===== src/rtl/arbitro_pkg.sv =====
// -----------------------------------------------------------------------------
// arbitro_pkg
// Shared definitions for the round-robin arbiter:
//   - arb_state_e : FSM state encoding (ST_IDLE / ST_GRANT)
//   - HOLD_CNT_W  : width of the hold counter
//   - prox_req()  : circular search for the next requester, starting at ptr
// The search function works on a fixed maximum width (MAX_N / MAX_M).
// Callers zero-extend their vectors into that width and pass the real
// requester count m, which keeps one function usable for any N <= MAX_N.
// -----------------------------------------------------------------------------
package arbitro_pkg;

   typedef enum logic {
      ST_IDLE  = 1'b0,
      ST_GRANT = 1'b1
   } arb_state_e;

   localparam int HOLD_CNT_W = 8;

   localparam int MAX_N = 8;
   localparam int MAX_M = 1 << MAX_N;

   // Return the first index i with req[i]=1, scanning ptr, ptr+1, ... mod m.
   // m must be a power of two, so "mod m" is a mask.
   // Returns 0 when no bit is set; callers only use the result when req != 0.
   function automatic logic [MAX_N-1:0] prox_req(input logic [MAX_M-1:0] req,
                                                  input logic [MAX_N-1:0] ptr,
                                                  input int unsigned      m);
      logic [MAX_N-1:0] idx;
      logic [MAX_N-1:0] sel;
      logic             found;
      sel   = '0;
      found = 1'b0;
      for (int unsigned i = 0; i < MAX_M; i++) begin
         idx = MAX_N'((32'(ptr) + i) & (m - 1));
         if ((i < m) && !found && req[idx]) begin
            sel   = idx;
            found = 1'b1;
         end
      end
      return sel;
   endfunction

endpackage


===== src/rtl/decodificador_N_M_dataflow.sv =====
// -----------------------------------------------------------------------------
// decodificador_N_M_dataflow
// Parametric N-to-M binary-to-one-hot decoder (M = 2^N), pure dataflow.
// Ports:
//   sel_i  [N-1:0]  binary index
//   y_o    [M-1:0]  one-hot output, bit sel_i set
// -----------------------------------------------------------------------------
module decodificador_N_M_dataflow #(
   parameter  int N = 4,
   localparam int M = 1 << N
) (
   input  logic [N-1:0] sel_i,
   output logic [M-1:0] y_o
);

   assign y_o = {{(M-1){1'b0}}, 1'b1} << sel_i;

endmodule


===== src/rtl/arbitro_round_robin_n_m.sv =====
// -----------------------------------------------------------------------------
// arbitro_round_robin_n_m
// Round-robin arbiter sharing one resource among M = 2^N requesters.
// A two-state FSM holds the current grant; a rotating pointer sets the start
// of the circular search, and a hold counter forces rotation after HOLD_MAX
// consecutive cycles so no requester can starve the others.
// Ports:
//   clk        rising-edge clock
//   rst        synchronous, active-high reset
//   req        [M-1:0] request vector, bit i = requester i
//   gnt        [M-1:0] one-hot grant, zero when idle (usable as select enable)
//   gnt_idx    [N-1:0] binary index of the grant, holds last value when idle
//   gnt_valid  high while a grant is active
// HOLD_MAX must lie in 1..255 (it is compared against an 8-bit counter).
// -----------------------------------------------------------------------------
module arbitro_round_robin_n_m
   import arbitro_pkg::*;
#(
   parameter  int N        = 4,
   parameter  int HOLD_MAX = 8,
   localparam int M        = 1 << N
) (
   input  logic         clk,
   input  logic         rst,
   input  logic [M-1:0] req,
   output logic [M-1:0] gnt,
   output logic [N-1:0] gnt_idx,
   output logic         gnt_valid
);

   arb_state_e            state_q, state_d;
   logic [N-1:0]          ptr_q, ptr_d;
   logic [N-1:0]          idx_q, idx_d;
   logic                  valid_q, valid_d;
   logic [HOLD_CNT_W-1:0] hold_q, hold_d;

   logic [N-1:0]          idx_plus1;
   logic [N-1:0]          sel_from_ptr;
   logic [N-1:0]          sel_after_g;
   logic [M-1:0]          dec_out;

   // Wraps mod M for free because the sum is truncated to N bits.
   assign idx_plus1    = N'(idx_q + 1'b1);
   assign sel_from_ptr = N'(prox_req(MAX_M'(req), MAX_N'(ptr_q), M));
   assign sel_after_g  = N'(prox_req(MAX_M'(req), MAX_N'(idx_plus1), M));

   // NOTE: every signal driven here gets a default first, so no path leaves
   // one unassigned and no latch is inferred.
   always_comb begin
      state_d = state_q;
      ptr_d   = ptr_q;
      idx_d   = idx_q;
      valid_d = valid_q;
      hold_d  = hold_q;
      unique case (state_q)
         ST_IDLE: begin
            if (|req) begin
               idx_d   = sel_from_ptr;
               valid_d = 1'b1;
               hold_d  = HOLD_CNT_W'(1);
               state_d = ST_GRANT;
            end
         end
         ST_GRANT: begin
            if (!req[idx_q]) begin
               // Holder released: hand over in the same edge if anyone else
               // waits, so there is no idle bubble between grants.
               ptr_d = idx_plus1;
               if (|req) begin
                  idx_d  = sel_after_g;
                  hold_d = HOLD_CNT_W'(1);
               end else begin
                  valid_d = 1'b0;
                  state_d = ST_IDLE;
               end
            end else if (hold_q == HOLD_CNT_W'(HOLD_MAX)) begin
               // Forced rotation; the search wraps back to the holder when
               // it is the only requester, so the grant stays up.
               ptr_d  = idx_plus1;
               idx_d  = sel_after_g;
               hold_d = HOLD_CNT_W'(1);
            end else begin
               hold_d = HOLD_CNT_W'(hold_q + 1'b1);
            end
         end
         default: state_d = ST_IDLE;
      endcase
   end

   // NOTE: state registers use non-blocking assignments so every register
   // samples the pre-edge values, independent of statement order.
   always_ff @(posedge clk) begin
      if (rst) begin
         state_q <= ST_IDLE;
         ptr_q   <= '0;
         idx_q   <= '0;
         valid_q <= 1'b0;
         hold_q  <= '0;
      end else begin
         state_q <= state_d;
         ptr_q   <= ptr_d;
         idx_q   <= idx_d;
         valid_q <= valid_d;
         hold_q  <= hold_d;
      end
   end

   decodificador_N_M_dataflow #(.N(N)) u_dec (
      .sel_i (idx_q),
      .y_o   (dec_out)
   );

   // Registered state only: no combinational path from req to gnt.
   assign gnt       = dec_out & {M{valid_q}};
   assign gnt_idx   = idx_q;
   assign gnt_valid = valid_q;

endmodule

===== config.mk =====
export PLATFORM = sky130hd
export DESIGN_NAME = arbitro_round_robin_n_m
export DESIGN_NICKNAME = d
export VERILOG_FILES = /design/src/rtl/arbitro_pkg.sv /design/src/rtl/decodificador_N_M_dataflow.sv /design/src/rtl/arbitro_round_robin_n_m.sv
export SDC_FILE = /design/constraint.sdc
export NUM_CORES = 1
export LEC_CHECK = 0
export ABC_CLOCK_PERIOD_IN_PS = 5200
export CAP_MARGIN = 20
export CORE_MARGIN = 2
export CORE_UTILIZATION = 55
export DETAILED_ROUTE_END_ITERATION = 8
export PLACE_DENSITY = 0.75
export SYNTH_ARGS = -nofsm -noshare
export SYNTH_HDL_FRONTEND = slang
export SYNTH_SLANG_ARGS = --single-unit
export TNS_END_PERCENT = 10

===== constraint.sdc =====
create_clock -name clk -period 5.2 [get_ports clk]
set_input_delay 1.04 -clock clk [delete_from_list [all_inputs] [get_ports clk]]
set_output_delay 1.04 -clock clk [all_outputs]
set_load 0.02 [all_outputs]

==> key figures, run 1 <==
Run status
  • Status: completed

STA
  • Setup Skew: 1.14 ps
  • Max-Slew Margin vs Limit: 0.352
  • Final Hold Vio Count: 0
  • Period minus WS final: 4630 ps
  • # setup viols final: 0
  • RSZ-0062 raised after global routing: no
  • Setup TNS: 0 ps
  • Fmax: between 200 and 250 MHz
  • Slew Limit Fails: 0
  • Tcrit/Tclk final: 0.891
  • Worst slew pin tran: 965 ps

Die
  • Die Y: approximately 100 um
  • Die area: 11,000 sq um
  • Core Region: around 9800 sq um
  • I/O Pins: 39
  • Initial cell density of the core: 0.568
  • Horiz. Die Dim: 105 um
  • Row Count: 36

Cells and area
  • Final net count: 740
  • Antenna Cells: 0
  • Area delta synth->final: 8.95%
  • Commonest non-fill, non-tap cell in the layout: nor2_1
  • Ratio of cells with drive above 1 in the final layout: 0.176
  • Commonest non-fill, non-tap cells in the layout: nor2_1 (64), nand2_1 (58), a21oi_1 (47)

Synth
  • Fraction of registers with async set or reset after synthesis: 0
  • EDFF count, synth: 0
  • Yosys top cell area share: 0.182
  • Top cells by area, synth: mux4_2 (18%), mux2i_1 (8.3%), dfxtp_1 (6.5%)
  • #FFs+latches synth: 18
  • Syn. warnings: 0
  • Yosys top cell by area: mux4_2
  • Register area share after synthesis: 0.0646
  • Post-Syn Area per Cell: between 8 and 9 sq um
  • Mapped Nets: 724
  • Synthesized area: between 5000 and 6000 sq um
  • Yosys cell types: 82
  • Most used DFF post-synth: dfxtp_1
  • Cell count after synthesis: 689

Route
  • TritonRoute pass-1 iters: 5
  • Top sig layer: met4
  • Met2 WL: 8.10 mm
  • DR vias: just under 6,000
  • Drc violations: 0
  • Final ANT Viol Nets: 0
  • Met3 routed WL: 1.82 mm
  • Met1 WL: roughly 7.2 mm
  • Drt wl/cell: 21.1 um
  • Post-Route WL: 17.7 mm
  • Via density: 7.01
  • DR iter-0 viols: roughly 700

Critical path
  • Cell chain of the critical path: clkdlybuf4s50_1 > mux4_1 > mux4_2 > nor4_4 > o211ai_4 > or3_1 > nor3_4 > nor4_1 > o311a_1 > nor3_2
  • Reg-to-reg startpoint: gnt_idx[1]$_SDFFE_PP0P_
  • Max Fanout on Critical Path: 12
  • Worst Setup Path Type: input pin to flip-flop
  • Top delay family on crit path: simple AND/OR/NAND/NOR gates
  • Worst setup startpoint: req[13]
  • Setup crit end kind: flip-flop
  • Buf+Inv Stages, Crit Path: 1
  • CP Launch Type: input pin
  • Max incr delay on CP: 680 ps
  • CP required: ~5400 ps
  • Slowest CP cell: mux4_1
  • Arr. time, crit path: between 4000 and 5000 ps

Clocking
  • Clock buffer count from CTS: 3
  • Clock-pin slew on the worst setup and hold paths: 70 ps
  • Hold Buf Count CTS: 0
  • CTS Root Cell: clkbuf_8
  • Quantity of gates resized following cts: 0
  • CTS tree: built
  • Clk_lat worst skew: 250 ps
  • Max Buffers Root-to-Sink: 2
  • # H-tree levels: 1
  • Post-CTS Setup Inserts: 0
  • Clk sink count: 18

Place
  • Final HPWL DP: 13.7 mm
  • Port Buffers: 38
  • Gpl congestion: about 1.1

Global route
  • Largest net degree at the start of global routing: 46
  • Number of global-route vias before repair: 5,311
  • Initial antenna violation count: 0
  • First-pass GRT wire length: approximately 28 mm
  • All-Layer GR Usage: 0.315
  • Grt total ovfl: 0

Min path
  • Hold crit path type: flip-flop to flip-flop
  • Worst hold start: hold_q[0]$_SDFF_PP0_

Run
  • Max-cap viol count: 0
-- metal layers --
| layer | up-vias | global-route usage |
|---|---|---|
| met5 | - | 0 |
| met1 | 2773 | 0.442 |
| li1 | 2686 | - |
| met4 | 0 | 0.0867 |
| met3 | 54 | 0.0387 |
| met2 | 353 | 0.514 |
-- cell families (layout without fill, tap and decap cells) --
group / count (synthesis) / count (layout) / share of synthesized area
mux: 125 / 125 / 0.341
flops: 18 / 18 / 0.0646
simple gates: 245 / 245 / 0.235
compound gates: 183 / 183 / 0.218
fa+ha+maj: 17 / 17 / 0.0381
xor+xnor: 18 / 18 / 0.0309
buf+inv: 83 / 98 / 0.0722
-- final cells by class --
type	instances	area, sq um
flip-flops and latches	18	362
fillers	883	3740
inverters	33	124
well taps	133	166
multi-input cells	588	4820
clock buffers	4	55.1
repair buffers	61	553
-- metrics by stage --
stage / instance area [sq um] / setup WS, ps / hold slack [ps] / utilization / instances
after global placement: 6020 / 463 / 509 / 0.613 / 833
after global routing: 6080 / 429 / 580 / 0.619 / 837
after CTS: 6080 / 626 / 531 / 0.619 / 837
final: 6080 / 566 / 532 / 0.619 / 837
after detailed placement: 6020 / 350 / 521 / 0.613 / 833
after floorplan: 5580 / 484 / 474 / - / 689
-- registers in the layout (all words and copies together), names as in the netlist --
name       flops
state_q        1
hold_q         8
gnt_idx        4
ptr_q          4
gnt_valid      1
-- cell usage after synthesis (all sizes together), types with 6 or more instances --
| master | instances |
|---|---|
| nor2b | 11 |
| o21a | 6 |
| mux2 | 30 |
| o211ai | 7 |
| a211oi | 10 |
| mux2i | 47 |
| clkbuf | 29 |
| nor4 | 9 |
| mux4 | 48 |
| dfxtp | 18 |
| xnor2 | 14 |
| nor3 | 19 |
| nor3b | 9 |
| a21oi | 47 |
| nand3 | 7 |
| o22ai | 11 |
| nor2 | 65 |
| ha | 17 |
| nand4 | 8 |
| inv | 33 |
| o21ai | 41 |
| and2 | 9 |
| buf | 21 |
| and3 | 23 |
| nand2 | 58 |
-- final timing paths --
kind,endpoint,slack (ps),depth (start not counted)
max reg2reg,gnt_idx[2]$_SDFFE_PP0P_,630,12
max,gnt_idx[0]$_SDFFE_PP0P_,570,10
min,hold_q[0]$_SDFF_PP0_,530,2
min reg2reg,hold_q[0]$_SDFF_PP0_,530,2
-- tightest hold or removal path, stage by stage, from the launching register on --
cell and delay [ps]:
dfxtp_1 330, inv_1 90, a211oi_1 70
Power of run 1 is left out: the tool's default activity adds up to more than one toggle a clock period on the data nets, which glitch-free logic cannot reach.
==> run 2, diff against run 1 <==
--- a/config.mk
+++ b/config.mk
@@ -7,11 +7,10 @@
 export LEC_CHECK = 0
 export ABC_CLOCK_PERIOD_IN_PS = 5200
 export CAP_MARGIN = 20
-export CORE_MARGIN = 2
+export CORE_MARGIN = 1.5
 export CORE_UTILIZATION = 55
 export DETAILED_ROUTE_END_ITERATION = 8
 export PLACE_DENSITY = 0.75
 export SYNTH_ARGS = -nofsm -noshare
 export SYNTH_HDL_FRONTEND = slang
 export SYNTH_SLANG_ARGS = --single-unit
-export TNS_END_PERCENT = 10
==> run 2 against run 1 <==
Effect of this change: routed wire length up 2.8%; sequential share of layout area about the same; final cell count up 0.72%; critical path depth up 4; die area down 1.9%; utilization up 0.40 points; register-to-register slack worse by 110 ps; hold slack worse by 6.5 ps; non-clock buffer count up 7; flip-flop and latch count unchanged.
==> key figures, run 2 (synthesis gave the netlist of run 1 again) <==
Route
  • Drc violations: 0 (unchanged)
  • TritonRoute pass-1 iters: 6 (+1)
  • DR vias: 5,839 (-0.46%)
  • Final ANT Viol Nets: 0 (unchanged)
  • Drt wl/cell: 21.5 um (+2.1%)
  • Post-Route WL: 18.2 mm (+2.8%)
  • DR iter-0 viols: 607 (-15%)
  • Via density: 6.93 (-1.2%)

Die
  • Die area: 10,800 sq um (-1.9%)
  • I/O Pins: 39 (unchanged)
  • Initial cell density of the core: 0.568 (unchanged)
  • Die Y: 104 um (-0.95%)
  • Horiz. Die Dim: 104 um (-0.95%)
  • Row Count: 36 (unchanged)
  • Core Region: 9820 sq um (unchanged)

STA
  • Tcrit/Tclk final: 0.900 (+0.00935)
  • Fmax: 214 MHz (-1.0%)
  • Setup TNS: 0 ps (unchanged)
  • Final Hold Vio Count: 0 (unchanged)
  • Slew Limit Fails: 0 (unchanged)
  • Period minus WS final: 4680 ps (+48.6 ps)
  • RSZ-0062 raised after global routing: no
  • Worst slew pin tran: 889 ps (-75.8 ps)
  • Max-Slew Margin vs Limit: 0.406 (+0.0543)
  • # setup viols final: 0 (unchanged)
  • Setup Skew: 3.43 ps (+2.29 ps)

Place
  • Gpl congestion: 1.03 (-4.5%)
  • Port Buffers: 38 (unchanged)
  • Final HPWL DP: 14.3 mm (+4.4%)

Global route
  • Number of global-route vias before repair: 5,281 (-0.56%)
  • Grt total ovfl: 0 (unchanged)
  • Largest net degree at the start of global routing: 45 (-2.2%)
  • All-Layer GR Usage: 0.332 (+0.0171)
  • Initial antenna violation count: 0 (unchanged)
  • First-pass GRT wire length: 28.8 mm (+2.0%)

Min path
  • WHS Endpoint: hold_q[7]$_SDFF_PP0_
  • Hold crit path type: flip-flop to flip-flop
  • Hold depth: 2 (unchanged)
  • Worst hold start: hold_q[7]$_SDFF_PP0_

Critical path
  • Max incr delay on CP: 600 ps (-80 ps)
  • Crit-path most repeated cell: buf_4
  • Worst Setup Path Type: flip-flop to flip-flop
  • Buf+Inv Stages, Crit Path: 3 (+2)
  • Top delay family on crit path: compound AO/OA/AOI/OAI gates
  • Setup crit end kind: flip-flop
  • Arr. time, crit path: 4880 ps (+70 ps)
  • Cell chain of the critical path: buf_4 > ha_1 > ha_1 > buf_4 > xnor2_1 > buf_4 > mux2_2 > mux2i_1 > a21boi_0 > nor2_1 > o311ai_0 > a21oi_1 > o31ai_1 > o211a_1
  • CP required: 5400 ps (+20 ps)
  • Worst reg-to-reg setup slack: 520 ps (-110 ps)
  • R2R depth: 14 (+2)
  • RR Endpoint: gnt_idx[2]$_SDFFE_PP0P_
  • CP Launch Type: flip-flop
  • Reg-to-reg startpoint: gnt_idx[1]$_SDFFE_PP0P_
  • Slowest CP cell: o311ai_0
  • Max Fanout on Critical Path: 22 (+10)

Clocking
  • Hold Buf Count CTS: 0 (unchanged)
  • Clk_lat worst skew: 260 ps (about the same)
  • Quantity of gates resized following cts: 0 (unchanged)
  • Clk sink count: 18 (unchanged)
  • Clock buffer count from CTS: 3 (unchanged)
  • # H-tree levels: 1 (unchanged)
  • CTS tree: built
  • Post-CTS Setup Inserts: 0 (unchanged)
  • CTS Root Cell: clkbuf_8
  • Clock-pin slew on the worst setup and hold paths: 70 ps (about the same)
  • Max Buffers Root-to-Sink: 2 (unchanged)

Cells and area
  • Antenna Cells: 0 (unchanged)
  • Largest register FFs: 8 (unchanged)
  • Area of the multi-input gates: 4820 sq um (unchanged)
  • Ratio of cells with drive above 1 in the final layout: 0.183 (+0.00696)
  • Final net count: 747 (+0.95%)
  • Commonest non-fill, non-tap cell in the layout: nor2_1
  • Reg area: 362 sq um (unchanged)
  • Area delta synth->final: 9.64%
  • Top reg by flops: hold_q
  • Fill cell count: 887 (+0.45%)
  • Commonest non-fill, non-tap cells in the layout: nor2_1 (64), nand2_1 (58), a21oi_1 (47)

Run
  • Max-cap viol count: 0 (unchanged)

Run status
  • Status: completed
run 2: cell types whose count changed in the layout (fill, tap and decap cells not counted), sizes merged:
cell	change
clkbuf	-1
buf	+7
run 2: worst max-delay path by stage:
stage                     depth (start not counted)               startpoint  slack (ps)                       to
after floorplan                                  16  gnt_idx[0]$_SDFFE_PP0P_         480  gnt_idx[3]$_SDFFE_PP0P_
final                                            14  gnt_idx[1]$_SDFFE_PP0P_         520  gnt_idx[2]$_SDFFE_PP0P_
after CTS                                        10                  req[13]         550  gnt_idx[0]$_SDFFE_PP0P_
after detailed placement                         10                  req[13]         300  gnt_idx[0]$_SDFFE_PP0P_
after global placement                           11                  req[15]         400  gnt_idx[0]$_SDFFE_PP0P_
after global routing                             11                  req[11]         300  gnt_idx[0]$_SDFFE_PP0P_
run 2: metal layers:
metal / share of wire / GRT usage / vias to the layer above
met5: 0 / 0 / -
met4: 0.022 / 0.0883 / 0
met3: 0.10 / 0.0466 / 37
met2: 0.44 / 0.512 / 331
met1: 0.44 / 0.487 / 2787
li1: - / - / 2684
run 2: worst reg2reg max path: stages, from the launching register on:
cell and delay (ps):
dfxtp_1 340, buf_4 190, ha_1 210, ha_1 470, buf_4 350, xnor2_1 160
buf_4 190, mux2_2 340, mux2i_1 270, a21boi_0 550, nor2_1 320, o311ai_0 610
a21oi_1 150, o31ai_1 320, o211a_1 170
run 2: final cells by class:
| class | count | share of cell area |
|---|---|---|
| well taps | 133 | 0.0272 |
| repair buffers | 68 | 0.0990 |
| inverters | 33 | 0.0202 |
| clock buffers | 3 | 0.00675 |
| multi-input cells | 588 | 0.788 |
| flip-flops and latches | 18 | 0.0591 |
run 2: stage by stage:
| stage | cell area [sq um] | worst slack [ps] | hold WS, ps | cells | util |
|---|---|---|---|---|---|
| after floorplan | 5580 | 484 | 474 | 689 | - |
| after global placement | 6070 | 400 | 492 | 839 | 0.618 |
| after detailed placement | 6070 | 297 | 506 | 839 | 0.618 |
| after CTS | 6110 | 553 | 522 | 842 | 0.622 |
| after global routing | 6120 | 298 | 561 | 843 | 0.623 |
| final | 6120 | 517 | 526 | 843 | 0.623 |
Power of run 2 is left out for the same reason.
==> run 3, diff against run 2 <==
--- a/config.mk
+++ b/config.mk
@@ -5,12 +5,11 @@
 export SDC_FILE = /design/constraint.sdc
 export NUM_CORES = 1
 export LEC_CHECK = 0
-export ABC_CLOCK_PERIOD_IN_PS = 5200
+export ABC_CLOCK_PERIOD_IN_PS = 5300
 export CAP_MARGIN = 20
 export CORE_MARGIN = 1.5
-export CORE_UTILIZATION = 55
+export CORE_UTILIZATION = 35
 export DETAILED_ROUTE_END_ITERATION = 8
-export PLACE_DENSITY = 0.75
 export SYNTH_ARGS = -nofsm -noshare
 export SYNTH_HDL_FRONTEND = slang
 export SYNTH_SLANG_ARGS = --single-unit
==> constraint.sdc (replaced) <==
create_clock -name clk -period 5.3 [get_ports clk]
set_input_delay 1.06 -clock clk [delete_from_list [all_inputs] [get_ports clk]]
set_output_delay 1.06 -clock clk [all_outputs]
set_load 0.02 [all_outputs]
==> run 3 against run 2 <==
Effect of this change: worst setup slack got worse by 130 ps; via count decreased by 1.3%; routed wire length increased by 1.7%; non-clock buffer count decreased by 1; global-route usage decreased by 11 points; highest routed layer unchanged.
==> key figures, run 3 (synthesis gave the netlist of run 1 again) <==
Run status
  • Status: completed

Route
  • Drc violations: 0 (unchanged)
  • TritonRoute pass-1 iters: 5 (-1)
  • DR iter-0 viols: 565 (-6.9%)
  • Post-Route WL: 18.5 mm (+1.7%)
  • DR vias: 5,765 (-1.3%)
  • Drt wl/cell: 20.1 um (-6.9%)
  • Final ANT Viol Nets: 0 (unchanged)
  • Via density: 6.26 (-9.6%)

Die
  • Initial cell density of the core: 0.363 (-0.205)
  • I/O Pins: 39 (unchanged)
  • Row Count: 45 (+25%)
  • Core Region: 15,400 sq um (+57%)
  • Horiz. Die Dim: 129 um (+25%)
  • Die area: 16,700 sq um (+55%)
  • Die Y: 129 um (+25%)

STA
  • Tcrit/Tclk final: 0.926 (+0.0257)
  • # setup viols final: 0 (unchanged)
  • Setup WS post-layout: 391 ps (-126 ps)
  • Final Hold Vio Count: 0 (unchanged)
  • Period minus WS final: 4910 ps (+226 ps)
  • Max-Slew Margin vs Limit: 0.375 (-0.0309)
  • Worst slew pin tran: 933 ps (+43.2 ps)
  • Fmax: 204 MHz (-4.6%)
  • RSZ-0062 raised after global routing: no
  • Setup TNS: 0 ps (unchanged)
  • Hold Slack: 529 ps (+3.53 ps)
  • Slew Limit Fails: 0 (unchanged)
  • Setup Skew: 3.90 ps (+0.473 ps)

Cells and area
  • Ratio of cells with drive above 1 in the final layout: 0.183 (unchanged)
  • Finished Layout Cells: 921 (+9.3%)
  • Commonest non-fill, non-tap cell in the layout: nor2_1
  • Area of the multi-input gates: 4820 sq um (unchanged)
  • Top reg by flops: hold_q
  • Antenna Cells: 0 (unchanged)
  • Final net count: 746 (-0.13%)
  • Reg area: 362 sq um (unchanged)
  • Fill cell count: 1,561 (+76%)
  • Commonest non-fill, non-tap cells in the layout: nor2_1 (64), nand2_1 (58), a21oi_1 (47)
  • Area delta synth->final: 12.3%
  • Largest register FFs: 8 (unchanged)

Critical path
  • R2R depth: 11 (-3)
  • Setup crit end kind: flip-flop
  • CP required: 5470 ps (+70 ps)
  • Max Fanout on Critical Path: 11 (-50%)
  • Max incr delay on CP: 790 ps (+190 ps)
  • Arr. time, crit path: 5070 ps (+190 ps)
  • Cell chain of the critical path: inv_1 > ha_1 > or3b_2 > a221oi_1 > mux4_1 > or2_2 > or3_1 > nor3_4 > nor4_1 > o311a_1 > nor3_2
  • Worst reg-to-reg setup slack: 390 ps (-130 ps)
  • RR Endpoint: gnt_idx[0]$_SDFFE_PP0P_
  • Slowest CP cell: mux4_1
  • Worst setup endpoint: gnt_idx[0]$_SDFFE_PP0P_
  • Worst Setup Path Type: flip-flop to flip-flop
  • Worst setup startpoint: gnt_idx[2]$_SDFFE_PP0P_
  • CP Launch Type: flip-flop
  • Reg-to-reg startpoint: gnt_idx[2]$_SDFFE_PP0P_

Place
  • Place WS: 346 ps (+49.2 ps)
  • Post-Place Cells: 917 (+9.3%)
  • Gpl congestion: 1.02 (-0.74%)
  • Final HPWL DP: 14.4 mm (+0.99%)
  • Port Buffers: 38 (unchanged)

Clocking
  • CTS tree: built
  • CTS Root Cell: clkbuf_16
  • Max Buffers Root-to-Sink: 2 (unchanged)
  • # H-tree levels: 1 (unchanged)
  • Hold Buf Count CTS: 0 (unchanged)
  • Clk_lat worst skew: 250 ps (about the same)
  • Post-CTS Setup Inserts: 0 (unchanged)
  • Quantity of gates resized following cts: 0 (unchanged)
  • Clk sink count: 18 (unchanged)
  • Clock-pin slew on the worst setup and hold paths: 60 ps (about the same)
  • Clock buffer count from CTS: 3 (unchanged)

Global route
  • Initial antenna violation count: 0 (unchanged)
  • All-Layer GR Usage: 0.222 (-0.110)
  • Largest net degree at the start of global routing: 45 (unchanged)
  • Grt total ovfl: 0 (unchanged)
  • Number of global-route vias before repair: 5,178 (-2.0%)
  • First-pass GRT wire length: 29.5 mm (+2.6%)

Run
  • Max-cap viol count: 0 (unchanged)

Min path
  • Hold crit path type: flip-flop to flip-flop
  • Worst hold start: hold_q[0]$_SDFF_PP0_
run 3: cell count changes in the layout (fill, tap and decap cells not counted):
| cell | before | now |
|---|---|---|
| clkbuf_8 | 3 | 1 |
| buf_4 | 30 | 28 |
| clkbuf_16 | 0 | 3 |
| buf_12 | 0 | 1 |
run 3: worst min path at each step:
stage                           endpoint  cells past startpoint
floorplan           hold_q[7]$_SDFF_PP0_                      2
global placement    hold_q[0]$_SDFF_PP0_                      2
detailed placement  hold_q[0]$_SDFF_PP0_                      2
CTS                 hold_q[0]$_SDFF_PP0_                      2
global route        hold_q[0]$_SDFF_PP0_                      2
finish              hold_q[0]$_SDFF_PP0_                      2
run 3: area by class of cell:
cell class                 instances  area share
sequential                        18      0.0577
tap                              211      0.0421
inverter                          33      0.0198
multi-input combinational        588       0.769
clock buffer                       4      0.0142
timing repair buffer              67      0.0974
run 3: worst max-delay path, delay by kind of cell (launching register included):
family,cells,cell delay [ps]
and+or+nand+nor,6,1830
muxes,1,790
buffers and inverters,1,270
AOI/OAI and AO/OA,2,920
adders and majority gates,1,470
DFF,1,540
run 3: metrics by stage:
step                utilization  area, sq um
global route              0.408         6270
finish                    0.408         6270
global placement          0.402         6180
CTS                       0.408         6270
detailed placement        0.402         6180
floorplan                     -         5580
run 3: layer usage:
| layer | wire [um] | GRT usage | vias to the layer above |
|---|---|---|---|
| met5 | 0 | 0 | - |
| met4 | 381 | 0.0529 | 0 |
| met3 | 1410 | 0.0330 | 31 |
| met2 | 8340 | 0.344 | 289 |
| met1 | 8330 | 0.325 | 2755 |
| li1 | - | - | 2690 |
Power of run 3 is left out for the same reason.
